--- config.mk ---
export PLATFORM = sky130hd
export DESIGN_NAME = systolic_output_deskew
export DESIGN_NICKNAME = d
export VERILOG_FILES = /design/src/rtl/systolic_output_deskew.sv
export SDC_FILE = /design/constraint.sdc
export NUM_CORES = 1
export LEC_CHECK = 0
export CAP_MARGIN = 25
export CORE_ASPECT_RATIO = 1.4
export CORE_MARGIN = 2
export CORE_UTILIZATION = 45
export CTS_CLUSTER_SIZE = 16
export DETAILED_ROUTE_END_ITERATION = 8
export PLACE_DENSITY = 0.76
export SLEW_MARGIN = 20
export SYNTH_ARGS = -nofsm -noshare
export SYNTH_HDL_FRONTEND = slang
export SYNTH_SLANG_ARGS = --single-unit
export TNS_END_PERCENT = 1
--- constraint.sdc ---
create_clock -name clk -period 13.95 [get_ports clk]
set_input_delay 3.4875 -clock clk [delete_from_list [all_inputs] [get_ports clk]]
set_output_delay 3.4875 -clock clk [all_outputs]
set_load 0.05 [all_outputs]
--- src/rtl/systolic_output_deskew.sv ---
// Realigns skewed bottom-row psums of the systolic array and buffers whole rows in a FWFT FIFO.
// Build option: define DESKEW_SAT16_EN to saturate active lanes to signed 16 bits before the push.
module systolic_output_deskew #(
    parameter int N     = 2,
    parameter int DEPTH = 4
) (
    input  logic                    clk,
    input  logic                    rst,
    input  logic [N-1:0][31:0]      in_data,
    input  logic [N-1:0]            in_valid,
    input  logic [15:0]             cfg_col_size,
    input  logic                    cfg_col_size_valid,
    output logic [N-1:0][31:0]      out_data,
    output logic                    out_valid,
    input  logic                    out_ready,
    output logic [$clog2(DEPTH):0]  count,
    output logic                    busy,
    output logic                    err_misalign,
    output logic                    err_overflow,
    input  logic                    clr_err
);

    // Handshake: a row leaves the FIFO on a rising edge where out_valid && out_ready;
    // out_valid never looks at out_ready, and out_data holds while out_ready is low.

    localparam int PW = $clog2(DEPTH);
    localparam int CW = PW + 1;

    logic [N-1:0][31:0] al_data;
    logic [N-1:0]       al_valid;
    logic [N-1:0]       pipe_any;
    logic [N-1:0]       act_mask;

    logic [15:0]        col_a;
    logic [15:0]        col_a_next;

    logic               all_on;
    logic               any_on;
    logic               row_push;
    logic               row_bad;
    logic [N-1:0][31:0] push_row;

    logic [N-1:0][31:0] mem [DEPTH];
    logic [PW-1:0]      wr_ptr;
    logic [PW-1:0]      rd_ptr;
    logic               full;
    logic               pop;
    logic               wr_en;
    logic               ovf;

`ifdef DESKEW_SAT16_EN
    function automatic logic [31:0] sat16(input logic [31:0] v);
        logic signed [31:0] s;
        s = $signed(v);
        if (s > 32'sd32767) begin
            return 32'h0000_7fff;
        end else if (s < -32'sd32768) begin
            return 32'hffff_8000;
        end else begin
            return v;
        end
    endfunction
`endif

    // Lane c: one input register plus N-1-c further stages, so every lane lands together.
    for (genvar c = 0; c < N; c++) begin : g_lane
        localparam int L = N - c;

        logic [31:0]  sd [L];
        logic [L-1:0] sv;

        always_ff @(posedge clk or posedge rst) begin
            if (rst) begin
                sv <= '0;
                for (int i = 0; i < L; i++) begin
                    sd[i] <= '0;
                end
            end else begin
                sv[0] <= in_valid[c];
                sd[0] <= in_data[c];
                for (int i = 1; i < L; i++) begin
                    sv[i] <= sv[i-1];
                    sd[i] <= sd[i-1];
                end
            end
        end

        assign al_data[c]  = sd[L-1];
        assign al_valid[c] = sv[L-1];
        assign pipe_any[c] = |sv;
        assign act_mask[c] = (col_a > 16'(c));
    end

    always_comb begin
        col_a_next = cfg_col_size;
        if (cfg_col_size == 16'd0) begin
            col_a_next = 16'd1;
        end else if (cfg_col_size > 16'(N)) begin
            col_a_next = 16'(N);
        end
    end

    always_ff @(posedge clk or posedge rst) begin
        if (rst) begin
            col_a <= 16'(N);
        end else if (cfg_col_size_valid) begin
            col_a <= col_a_next;
        end
    end

    // Inactive lanes count as "on" for the all-set test and "off" for the any-set test.
    assign all_on   = &(al_valid | ~act_mask);
    assign any_on   = |(al_valid & act_mask);
    assign row_push = all_on;
    assign row_bad  = any_on && !all_on;

    always_comb begin
        push_row = '0;
        for (int c = 0; c < N; c++) begin
            if (act_mask[c]) begin
`ifdef DESKEW_SAT16_EN
                push_row[c] = sat16(al_data[c]);
`else
                push_row[c] = al_data[c];
`endif
            end
        end
    end

    assign full  = (count == CW'(DEPTH));
    assign pop   = out_valid && out_ready;
    assign wr_en = row_push && (!full || pop);
    assign ovf   = row_push && full && !pop;

    always_ff @(posedge clk or posedge rst) begin
        if (rst) begin
            wr_ptr <= '0;
            rd_ptr <= '0;
            count  <= '0;
            for (int i = 0; i < DEPTH; i++) begin
                mem[i] <= '0;
            end
        end else begin
            if (wr_en) begin
                mem[wr_ptr] <= push_row;
                wr_ptr      <= wr_ptr + 1'b1;
            end
            if (pop) begin
                rd_ptr <= rd_ptr + 1'b1;
            end
            case ({wr_en, pop})
                2'b10:   count <= count + 1'b1;
                2'b01:   count <= count - 1'b1;
                default: count <= count;
            endcase
        end
    end

    assign out_data  = mem[rd_ptr];
    assign out_valid = (count != '0);
    assign busy      = (|pipe_any) || out_valid;

    // A new error on the same edge as clr_err survives the clear.
    always_ff @(posedge clk or posedge rst) begin
        if (rst) begin
            err_misalign <= 1'b0;
            err_overflow <= 1'b0;
        end else begin
            err_misalign <= row_bad || (err_misalign && !clr_err);
            err_overflow <= ovf || (err_overflow && !clr_err);
        end
    end

endmodule

# After elaboration in Yosys (flattened, before gate mapping)
# Cells that the tools add are included.
[totals]
reg_bits = 380
in_bits = 87
output_inout_bits = 71
elab_cells = 70
[op_classes]
addsub = 4
magnitude_cmp = 6
n_eq_ne = 3
muxes = 11
n_bitwise = 5
n_reduce_logical = 22
[op_table]
columns = ["operator", "n"]
rows = [
  ["$bwmux 256", 1],
  ["$mux 64", 3],
  ["$bmux 64 s2", 1],
  ["$demux 64 s2", 1],
  ["$mux 32", 2],
  ["$gt 16x1->1 const B", 2],
  ["$mux 16", 2],
  ["$gt 16x2->1 const B", 1],
  ["$logic_not 16->1", 1],
  ["$logic_and 1x1->1", 8],
  ["$ge 3x3->1 const B", 2],
  ["$not 2->3", 2],
  ["$pmux 3 s2", 1],
  ["$add 2x1->2 const B", 2],
  ["$logic_not 1->1", 4],
  ["$logic_or 1x1->1", 4],
  ["$add 3x1->3 const B", 1],
  ["$eq 3x3->1 const B", 1],
  ["$lt 3x1->1 const B", 1],
  ["$reduce_bool 3->1", 1],
  ["$reduce_or 3->1", 1],
  ["$sub 3x1->3 const B", 1],
  ["$and 2x2->2", 1],
  ["$eq 2x1->1 const B", 1],
  ["6 further kinds", 6],
]

# Logic depth before layout (Yosys ltp)
[depth]
depth_word = 7
ltp_mapped = 11
depth_no_buf = 10

# Worst setup path before layout
# No wires, ideal clock.
[synth_timing]
path_kind = "reg-to-output"
start = "reg count[0]"
end = "out busy"
arrival_time_ns = 1.972
required_ns = 10.462
path_slack_ns = 8.491
path_stages_with_launch = 3
n_path_buf = 0
path_cell_list = "dfrtp_1 -> or3_1 -> or4_1"
[synth_between]
elab_chain_cells = 2
[synth_rtl]
columns = ["element", "line", "source"]
rows = [
  ["start: declaration", "16", "output logic [$clog2(DEPTH):0] count,"],
  ["start signal: assignment", "152", "2'b10: count <= count + 1'b1;"],
  ["start signal: assignment", "153", "2'b01: count <= count - 1'b1;"],
  ["start signal: assignment", "154", "default: count <= count;"],
  ["$reduce_bool 3->1", "160", "assign out_valid = (count != '0);"],
  ["named net out_valid", "14", "output logic out_valid,"],
  ["$logic_or 1x1->1", "161", "assign busy = (|pipe_any) || out_valid;"],
  ["end: declaration", "17", "output logic busy,"],
]
# The timed path passes the listed nets, and every way through them passes these cells.

==> impl_metrics.json <==
{
  "avgSynthCellArea_um2": 13.11,
  "hold_viol_final": 0,
  "antenna_found_initial": 3,
  "clk_latency_ns": 0.54,
  "netlist_top_cells_count": "379 x dfrtp_1, 160 x a22o_1, 99 x nand2_1, 96 x a31oi_1, 76 x clkbuf_1",
  "start_kind": "flop",
  "numCtsBuffers": 38,
  "slew_headroom_pct": 28.12,
  "synth_area_um2": 16200,
  "drv_slew": 0,
  "max_slew.worst_pin.slew_ns": 1.078,
  "cts_resized": 0,
  "layout.filler_cells": 2865,
  "num_rows": 82,
  "cts_max_path_buffers": 3,
  "max_cap_viol_count": 0,
  "r2r_start": "col_a[4]",
  "yosysMostFrequentCell": "dfrtp_1",
  "worstPathArrival_ns": 3.54,
  "fp.coreArea_um2": 35600,
  "drtIter0Drc": 831,
  "min_to": "al_data[6]",
  "status": "completed",
  "cts_setup_buffers": 0,
  "fin_area_um2": 19500,
  "powerDensity_nw_per_um2": 254.9,
  "initial_core_util_pct": 45.50,
  "grt_use_total_pct": 22.62,
  "holdCritStartpoint": "g_lane[0].sd[38]",
  "max_stage_delay_ns": 0.88,
  "r2r.worst_path.cells": 6,
  "cts.sinks": 380,
  "seq_area_frac_synth_pct": 58.71,
  "holdBufCountCts": 0,
  "clock_skew_ns": 0.02760,
  "chipWidth_um": 164.4,
  "firstDrtPassIters": 5,
  "syn_nets": 1329,
  "timing.rr.end": "mem[80]",
  "grt_pass1_vias": 12200,
  "drtAntennaViolNets": 0,
  "route.detailed.drc": 0,
  "port_buffers": 156,
  "seq_power_share_pct": 34.4,
  "cts_root_buf": "clkbuf_16",
  "routed_via_density": 6.381,
  "p_int_mw": 3.012,
  "crit_path_end_kind": "primary output",
  "critPathRequiredTime_ns": 10.46,
  "ys_types": 44,
  "drive_gt1_share_pct": 14.66,
  "setup_violations": 0,
  "syn_inst": 1236,
  "yosysTopAreaCell": "dfrtp_1",
  "die-area_um2": 37550,
  "worstSetupPathType": "reg -> out",
  "grt.overflow.total": 0,
  "yosysWarnings": 0,
  "clock.fmax_mhz": 142.2,
  "hpwl_mm": 22.51,
  "grt_pass1_wl_mm": 67.25,
  "hold_depth": 0,
  "layout_min_cycle_time_ns": 7.030,
  "p_sw_share_pct": 39.43,
  "clkSlewWorstSetupHoldPaths_ns": 0.06,
  "htree_levels": 2,
  "leakage_nw": 8.479,
  "area.growth.synth_to_final_pct": 20.40,
  "synth_edf_count": 0,
  "routedWlPerCell_um": 23.10,
  "clkPwrFrac_pct": 22.4,
  "cts_tree": "built",
  "hold_ws_ns": 0.3308,
  "cp_cell_sequence": "buf_4, mux4_2, clkdlybuf4s50_1",
  "vias": 11610,
  "rsz0062_at_grt": "no",
  "io-pin-count": 158,
  "r2r_slack_ns": 10.61,
  "tns_ns": 0,
  "combPwrFrac_pct": 43.2,
  "grt_max_degree": 198,
  "critPathSlowestCell": "dfrtp_4",
  "routed_wl_mm": 42.05,
  "fp.dieH_um": 228.5,
  "placed_cell_area_um2": 18020,
  "critPathMaxFanout": 35,
  "synthArstFlopShare_pct": 100.0,
  "synth_area_leaders": "dfrtp_1 59%, mux4_2 8.9%, a22o_1 8.7%",
  "holdCritPathClass": "reg -> reg",
  "fin_crit_sh_pct": 50.40,
  "ir_drop_v": 0.0002124,
  "yosys.area.top_type_share_pct": 58.55,
  "nets": 1420,
  "ys.flop_type": "dfrtp_1",
  "place_congestion": 0.7414,
  "p_sw_mw": 1.960,
  "ys_ff_latch": 380
}
## layout make-up
cell class	instances	area (µm²)	share of cell area (%)
clock inverters	17	282.8	1.450
clock buffers	53	1087	5.575
inverters	10	41.29	0.2117
flip-flops and latches	380	9518	48.80
well taps	462	578.1	2.964
multi-input cells	716	6120	31.38
diodes	1	2.502	0.01283
repair buffers	181	1874	9.610
## through the flow
stage | utilization [%] | power [mW] | instances | setup slack, ns
global placement | 50.54 | 3.813 | 1744 | 7.413
global route | 54.78 | 5.212 | 1819 | 6.734
detailed placement | 50.62 | 3.867 | 1745 | 7.425
finish | 54.78 | 4.972 | 1820 | 6.920
floorplan | - | 3.220 | 1236 | 5.357
CTS | 54.47 | 5.001 | 1815 | 6.823
## kinds of logic after synthesis
| logic type | count (synthesis) | share of synthesized area, % |
|---|---|---|
| xor gates and xnor gates | 7 | 0.3785 |
| DFF | 380 | 58.71 |
| and+or+nand+nor | 178 | 5.391 |
| AOI/OAI and AO/OA | 458 | 22.06 |
| muxes | 67 | 9.091 |
| adders and majority gates | 6 | 0.5098 |
| buffers and inverters | 140 | 3.862 |
## worst max-delay path: cells and delay by family (launching register included)
kind                   cells  cell delay (ns)
buffers and inverters      2             1.45
flip-flops                 1             0.88
multiplexers               1             0.66
## flip-flops by register name, summed over array words and instances, names as in the netlist
signal,count
al_data,32
wr_ptr,2
err_misalign,1
rd_ptr,2
mem,256
col_a,16
err_overflow,1
g_lane.sd,64
count,3
g_lane.sv,3
## power by group through the flow
stage          combinational (mW)  clock [mW]  sequential [mW]
2_1_floorplan                1.60           0             1.62
3_3_place_gp                 2.12           0             1.70
3_5_place_dp                 2.15           0             1.72
4_1_cts                      2.16        1.13             1.71
5_1_grt                      2.28        1.18             1.75
6_report                     2.15        1.11             1.71
## worst max-delay path by stage
stage,start,end,cells after the start
after floorplan,rst,al_data[0],1
after global placement,rd_ptr[0],out_data[4],3
after detailed placement,rd_ptr[0],out_data[4],3
after CTS,rd_ptr[0],out_data[4],3
after global routing,rd_ptr[0],out_data[4],3
final,rd_ptr[0],out_data[4],3
## layer usage
layer / up-vias / share of wire (%) / track usage, %
met2: 482 / 50 / 36.61
met1: 6040 / 40 / 29.46
met3: 93 / 7.2 / 4.954
li1: 4994 / - / -
met5: - / 0.071 / 0
met4: 4 / 3.1 / 9.375
## cells in the final DEF (no fill, tap or decap), drive strengths merged, types with 2 or more instances in the layout
master         synthesis  final
a21o                   3      3
a221oi                96     96
a22o                 160    160
a31oi                 96     96
and2                   6      6
and3                  35     35
buf                   54     25
bufinv                 0      7
clkbuf                76     53
clkdlybuf4s50          0    156
clkinv                 0      8
dfrtp                379    379
ha                     5      5
inv                   10     11
mux2i                  2      2
mux4                  64     64
nand2                 99     99
nand2b                 2      2
nand3                  4      4
nand4                  3      3
nor2                   3      3
nor2b                 14     14
nor4                   6      6
o21ai                 98     98
xnor2                  4      4
xor2                   3      3
Power figures use the tool's default switching activity.
